$ cat config.mk
export PLATFORM = sky130hd
export DESIGN_NAME = alu_mbyte_seq
export DESIGN_NICKNAME = d
export VERILOG_FILES = /design/src/rtl/alu_mbyte_seq.sv
export SDC_FILE = /design/constraint.sdc
export NUM_CORES = 1
export LEC_CHECK = 0
export BUFFER_PORTS_ARGS = -buffer_cell sky130_fd_sc_hd__buf_2
export CELL_PAD_IN_SITES_DETAIL_PLACEMENT = 0
export CELL_PAD_IN_SITES_GLOBAL_PLACEMENT = 1
export CORE_MARGIN = 5
export CORE_UTILIZATION = 42
export DETAILED_ROUTE_END_ITERATION = 7
export PLACE_DENSITY_LB_ADDON = 0.25
export SYNTH_ARGS = -nofsm -noshare
export SYNTH_HDL_FRONTEND = slang
export SYNTH_SLANG_ARGS = --single-unit
$ cat constraint.sdc
create_clock -name clk -period 2.4 [get_ports clk]
set_input_delay 0.36 -clock clk [delete_from_list [all_inputs] [get_ports clk]]
set_output_delay 0.36 -clock clk [all_outputs]
set_load 0.01 [all_outputs]
$ cat src/rtl/alu_mbyte_seq.sv
// alu_mbyte_seq: multi-byte ADD/ADC/SUB/SBB sequencer driving an external 8-bit add8 one byte per clock, LSB first
// Optional saturation on signed overflow is enabled by defining ALU_MBYTE_SEQ_SAT_EN.
module alu_mbyte_seq #(
  parameter int NBYTES = 2
) (
  input  logic                clk,
  input  logic                rst_n,
  input  logic                start,
  input  logic [1:0]          op,
  input  logic [8*NBYTES-1:0] a_in,
  input  logic [8*NBYTES-1:0] b_in,
  input  logic                c_flag_in,
  input  logic                abort,
  output logic                alu_en,
  output logic [7:0]          alu_a,
  output logic [7:0]          alu_b,
  output logic                alu_cin,
  input  logic [7:0]          alu_s,
  input  logic                alu_cout,
  output logic                busy,
  output logic                done,
  output logic [8*NBYTES-1:0] result,
  output logic                c_flag,
  output logic                z_flag,
  output logic                v_flag,
  output logic                n_flag
);
  localparam int W  = 8 * NBYTES;
  localparam int IW = NBYTES > 1 ? $clog2(NBYTES) : 1;
  typedef enum logic [1:0] {IDLE, RUN, DONE} state_t;
  state_t state;
  logic [W-1:0] a_r, b_r, shadow, sh_nxt, res_nxt;
  logic [IW-1:0] idx, nidx;
  logic zacc, z_nxt, z_fin, v_raw, last;
  always_comb begin
    last = idx == IW'(NBYTES - 1);
    nidx = idx + 1'b1;
    sh_nxt = shadow;
    sh_nxt[8*idx +: 8] = alu_s;
    z_nxt = zacc & (alu_s == 8'h00);
    // on the last byte the adder inputs are the operand MSBs, B already inverted for subtraction
    v_raw = (alu_a[7] == alu_b[7]) && (alu_s[7] != alu_a[7]);
`ifdef ALU_MBYTE_SEQ_SAT_EN
    res_nxt = !v_raw ? sh_nxt : alu_a[7] ? {1'b1, {(W-1){1'b0}}} : {1'b0, {(W-1){1'b1}}};
    z_fin = z_nxt & ~v_raw;
`else
    res_nxt = sh_nxt;
    z_fin = z_nxt;
`endif
  end
  always_ff @(posedge clk or negedge rst_n) begin
    if (!rst_n) begin
      state <= IDLE;
      a_r <= '0;
      b_r <= '0;
      shadow <= '0;
      idx <= '0;
      zacc <= 1'b0;
      alu_en <= 1'b0;
      alu_a <= '0;
      alu_b <= '0;
      alu_cin <= 1'b0;
      busy <= 1'b0;
      done <= 1'b0;
      result <= '0;
      c_flag <= 1'b0;
      z_flag <= 1'b0;
      v_flag <= 1'b0;
      n_flag <= 1'b0;
    end else begin
      case (state)
        IDLE: begin
          done <= 1'b0;
          if (start && !abort) begin
            a_r <= a_in;
            b_r <= op[1] ? ~b_in : b_in;
            idx <= '0;
            zacc <= 1'b1;
            busy <= 1'b1;
            alu_en <= 1'b1;
            alu_a <= a_in[7:0];
            alu_b <= op[1] ? ~b_in[7:0] : b_in[7:0];
            alu_cin <= op[0] ? c_flag_in : op[1];
            state <= RUN;
          end
        end
        RUN: begin
          if (abort) begin
            state <= IDLE;
            busy <= 1'b0;
            alu_en <= 1'b0;
            alu_a <= '0;
            alu_b <= '0;
            alu_cin <= 1'b0;
          end else begin
            shadow <= sh_nxt;
            zacc <= z_nxt;
            idx <= nidx;
            if (last) begin
              state <= DONE;
              busy <= 1'b0;
              done <= 1'b1;
              alu_en <= 1'b0;
              alu_a <= '0;
              alu_b <= '0;
              alu_cin <= 1'b0;
              result <= res_nxt;
              c_flag <= alu_cout;
              z_flag <= z_fin;
              v_flag <= v_raw;
              n_flag <= res_nxt[W-1];
            end else begin
              alu_a <= a_r[8*nidx +: 8];
              alu_b <= b_r[8*nidx +: 8];
              alu_cin <= alu_cout;
            end
          end
        end
        DONE: begin
          done <= 1'b0;
          idx <= '0;
          state <= IDLE;
        end
        default: state <= IDLE;
      endcase
    end
  end
endmodule

* Word level (Yosys, flattened, before mapping) *
Index checks and enable logic that the tools add are counted.

storage, ports and cells
  bits in registers = 91
  input bits = 48
  output and inout port bits = 40

operators by class
  $add $sub $neg = 2
  eq/ne operators = 8
  shifts and indexed selects = 4
  muxes and demuxes = 32
  bitwise logic cells = 4
  reduce and logical (&&, ||, !) cells = 18

operators with widths
  cell                                                                      count
  8-bit two-way mux                                                         7
  4-bit negator with 34-bit output                                          1
  8-bit by 34-bit variable shift with 16-bit output (first input constant)  1
  8-bit by 34-bit indexed part select with 16-bit output                    1
  8-bit one-hot mux with 2 select lines                                     2
  16-bit by 5-bit indexed part select with 8-bit output                     2
  16-bit bitwise mux                                                        1
  16-bit two-way mux                                                        1
  16-bit inverter                                                           1
  3-bit AND reduction                                                       5
  1-bit two-way mux                                                         12
  8-bit zero test                                                           1
  8-bit inverter                                                            1
  1-bit one-hot mux with 2 select lines                                     4
  2-bit AND reduction                                                       4
  2-bit two-way mux                                                         3
  2-bit inequality test (second input constant)                             3
  2-bit one-hot mux with 2 select lines                                     1
  2-bit nonzero test                                                        2
  3-bit inequality test (second input constant)                             1
  1-bit one-hot mux with 3 select lines                                     1
  3-bit nonzero test                                                        1
  2-bit by 1-bit == test with 1-bit output (second input constant)          1
  2-bit == test (second input constant)                                     1
  9 further kinds                                                           10

* Depth between registers and ports, before layout *
  depth in word-level cells = 5
  depth in mapped cells = 7

* Worst setup path after synthesis *
No wires, ideal clock.

  kind = reg-to-reg
  start = reg state[1]
  end = reg a_r[14]
  library setup time = 0.125 ns
  data arrival time = 1.503 ns
  required time = 2.275 ns
  slack = 0.772 ns
  cell stages (with the launch flop) = 5
  buffers on the path = 2
  path through = dfrtp_1 -> buf_2 -> nor4b_4 -> buf_4 -> mux2_2

on the way
  cells in the longest elaborated chain, start to end = 2

ends and longest elaborated chain
  item                           line  source
  from (decl)                    31    state_t state;
  from (signal assigned)         53    state <= IDLE;
  from (signal assigned)         84    state <= RUN;
  from (signal assigned)         89    state <= IDLE;
  2-bit zero test                71    case (state)
  2-bit AND reduction (no line)  -
  to (signal assigned)           75    a_r <= a_in;
  to (decl)                      32    logic [W-1:0] a_r, b_r, shadow, sh_nxt, res_nxt;

No other way between the ends.
A chain may end at the register's enable or synchronous reset.

* Worst setup path after layout *
  start = reg state[0]
  end = reg shadow[7]

on the way
  cells in the longest elaborated chain, start to end = 2

ends and longest elaborated chain
  item                                      line  source
  2-bit by 1-bit == test with 1-bit output  71
  2-bit AND reduction (no line)             -
  to (signal assigned)                      96    shadow <= sh_nxt;
  to (decl)                                 32

No other way between the ends.

==> metrics.md <==
| Metric | Value |
|---|---|
| Final period util | `0.766` |
| Reg2Reg Setup Slack | `between 500 and 600 ps` |
| Residual DRC | `0` |
| Worst EP arrival | `2050 ps` |
| Hold Path Sink | `c_flag$_DFFE_PN0P_` |
| Synth Instances | `270` |
| R2r startpoint | `state[0]$_DFFE_PN0P_` |
| Commonest non-fill, non-tap cell in the layout | `buf_2` |
| Fmax | `~540 MHz` |
| Largest net degree at the start of global routing | `28` |
| Worst path slowest cell | `dfrtp_1` |
| TNS Setup | `0 ps` |
| Synthesized area | `2970 µm²` |
| Register area share after synthesis | `0.556` |
| Filler Cell Count | `663` |
| Max-slew violations | `0` |
| Worst-skew pair later-pin latency | `between 300 and 400 ps` |
| # setup viols final | `0` |
| Worst hold-check path type | `in2reg` |
| Most frequent cells in the layout | `87 x buf_2, 66 x dfrtp_1, 53 x nand2_1, 23 x mux2_2, 19 x a21oi_1` |
| DR vias/cell | `4.76` |
| N_diodes | `0` |
| Max rail drop VDD | `0.405 mV` |
| Hold path depth | `3` |
| Fin. Hold Viols | `0` |
| Post-route clock skew | `6.88 ps` |
| Min-delay src | `alu_cout` |
| FF-to-FF path depth | `3` |
| Buffers on Ports | `87` |
| Share of cells above drive strength 1 | `0.368` |
| Syn_nets | `318` |
| Total power | `3.72 mW` |
| Startpoint Class | `register` |
| Initial Utilization | `0.435` |
| Die Area | `around 9000 µm²` |
| Die Height | `about 94 µm` |
| Max-slew headroom | `0.599` |
| Leak | `around 1.8 nW` |
| Antenna violations before repair | `0` |
| Longest Clk Path Bufs | `2` |
| Routability cong. | `just under 0.8` |
| Status | `finished clean` |
| Synth Flop Type | `dfrtp_1` |
| Critical Path Start | `state[0]$_DFFE_PN0P_` |
| Number of clock sinks | `66` |
| Average size of a mapped cell | `11.0 µm²` |
| Num CTS Buffers | `9` |
| Crit path depth | `3` |
| Worst-path clk slew | `70 ps` |
| Routed Antenna Nets | `0` |
| CP endpoint kind | `register` |
| Die X-Extent | `94.1 µm` |
| First-pass GRT wire length | `11.1 mm` |
| Netlist cell types | `32` |
| Worst path bufs/invs | `1` |
| Worst-Margin Slew | `roughly 600 ps` |
| CP Cell Sequence | `nor4b_4 -> buf_12 -> mux2_2` |
| P&R area growth vs syn | `22.3%` |
| Crit-path max FO | `21` |
| Max capacitance violation total | `0` |
| Post-DP HPWL | `around 4.8 mm` |
| YS warnings | `0` |
| Layout Nets | `roughly 400` |
| Vias in the first global route | `2245` |
| Top delay family on crit path | `flip-flops` |
| Drt initial violations | `61` |
| Critical path's largest stage delay | `670 ps` |
| # IOs | `88` |
| Via count | `2164` |
| Critical Path RT | `2620 ps` |
| CTS tree | `done` |
| Setup bufs post-CTS | `0` |
| CORE AREA | `around 6800 µm²` |
| Htree depth | `3` |
| Ys async rst share | `1.00` |
| CTS root buf | `clkbuf_8` |
| Critical path class | `reg2reg` |
| Cell Rows | `30` |
| Total wire length | `~6.7 mm` |
| GRT Util Overall | `0.164` |
| Post-synth EDFFs | `0` |
| R2R Path End | `shadow[7]$_DFFE_PN0P_` |
| Post_cts resized | `0` |
| Final min period | `1840 ps` |
| Pwr dens | `1020 nW/µm²` |
| Post-CTS Hold Buffers | `1` |
| Yosys reg bits | `between 60 and 70` |
| WL/cell | `14.8 µm` |
| Global route overflow | `0` |
| DRT Pass-1 Iters | `4` |
| Unrepaired setup endpoints after global routing | `false` |
## cell usage after synthesis (2+ instances only)
| cell | instances | area [µm²] |
|---|---|---|
| and2_1 | 9 | 56.3 |
| buf_2 | 10 | 50.1 |
| clkbuf_1 | 4 | 15.0 |
| o32a_1 | 8 | 80.1 |
| nor3_1 | 3 | 15.0 |
| o21ai_0 | 5 | 25.0 |
| nand2b_1 | 2 | 12.5 |
| a21oi_1 | 19 | 95.1 |
| nand2_1 | 53 | 199 |
| mux2_2 | 23 | 259 |
| xnor2_1 | 8 | 70.1 |
| a22o_1 | 8 | 70.1 |
| nor2_1 | 12 | 45.0 |
| buf_6 | 3 | 33.8 |
| buf_4 | 3 | 22.5 |
| nor4b_4 | 2 | 47.6 |
| xor2_1 | 8 | 70.1 |
| inv_1 | 10 | 37.5 |
| dfrtp_1 | 66 | 1650 |
| nor2b_1 | 2 | 12.5 |
## metrics by stage
| stage | instance area (µm²) | hold WS [ps] | setup slack, ps | std cells | utilization |
|---|---|---|---|---|---|
| CTS | 3630 | 235 | 543 | 455 | 0.532 |
| floorplan | 2970 | 64.4 | 772 | 270 | - |
| global route | 3630 | 250 | 430 | 455 | 0.532 |
| finish | 3630 | 249 | 562 | 455 | 0.532 |
| global placement | 3470 | 329 | 613 | 440 | 0.508 |
| detailed placement | 3470 | 334 | 570 | 440 | 0.508 |
## registers in the layout (all words and copies together), names as in the netlist, 2 cells and up
signal and cells:
result 16, a_r 8, alu_a 8, alu_b 8
b_r 8, shadow 8, state 2
## worst min-delay path, stage by stage
cell	delay, ps
buf_2	100
nand2_1	50
nand2_1	50
## kinds of logic (layout without fill, tap and decap cells)
group,Yosys count,in the layout,share of synthesized area
and+or+nand+nor,88,88,0.144
DFF,66,66,0.556
AOI/OAI and AO/OA,44,44,0.103
buffers and inverters,31,120,0.0547
muxes,25,25,0.0955
xor gates and xnor gates,16,16,0.0471
## power breakdown
part           switching, mW  internal (mW)
clock                  0.381          0.394
sequential             0.258           1.54
combinational          0.563          0.589
total                   1.20           2.52
## per-layer routing
layer  track usage  wire (µm)  share of wire
met5             0          0              0
met4        0.0746        148          0.022
met3        0.0497        462          0.069
met2         0.250       3070           0.46
met1         0.212       3030           0.45
## worst max-delay path by stage
stage / to / slack [ps]
finish: shadow[7]$_DFFE_PN0P_ / 560
global route: result[14]$_DFFE_PN0P_ / 430
CTS: shadow[7]$_DFFE_PN0P_ / 540
detailed placement: shadow[7]$_DFFE_PN0P_ / 570
global placement: shadow[1]$_DFFE_PN0P_ / 610
floorplan: a_r[14]$_DFFE_PN0P_ / 770
## area by class of cell
class                      instances  area [µm²]  area share
clock buffer                      14         153      0.0420
sequential                        66        1650       0.454
tap                               96         120      0.0330
timing repair buffer              95         510       0.140
multi-input combinational        173        1160       0.319
inverter                          11        41.3      0.0114
Note: power is estimated with default switching activity, not from simulation.
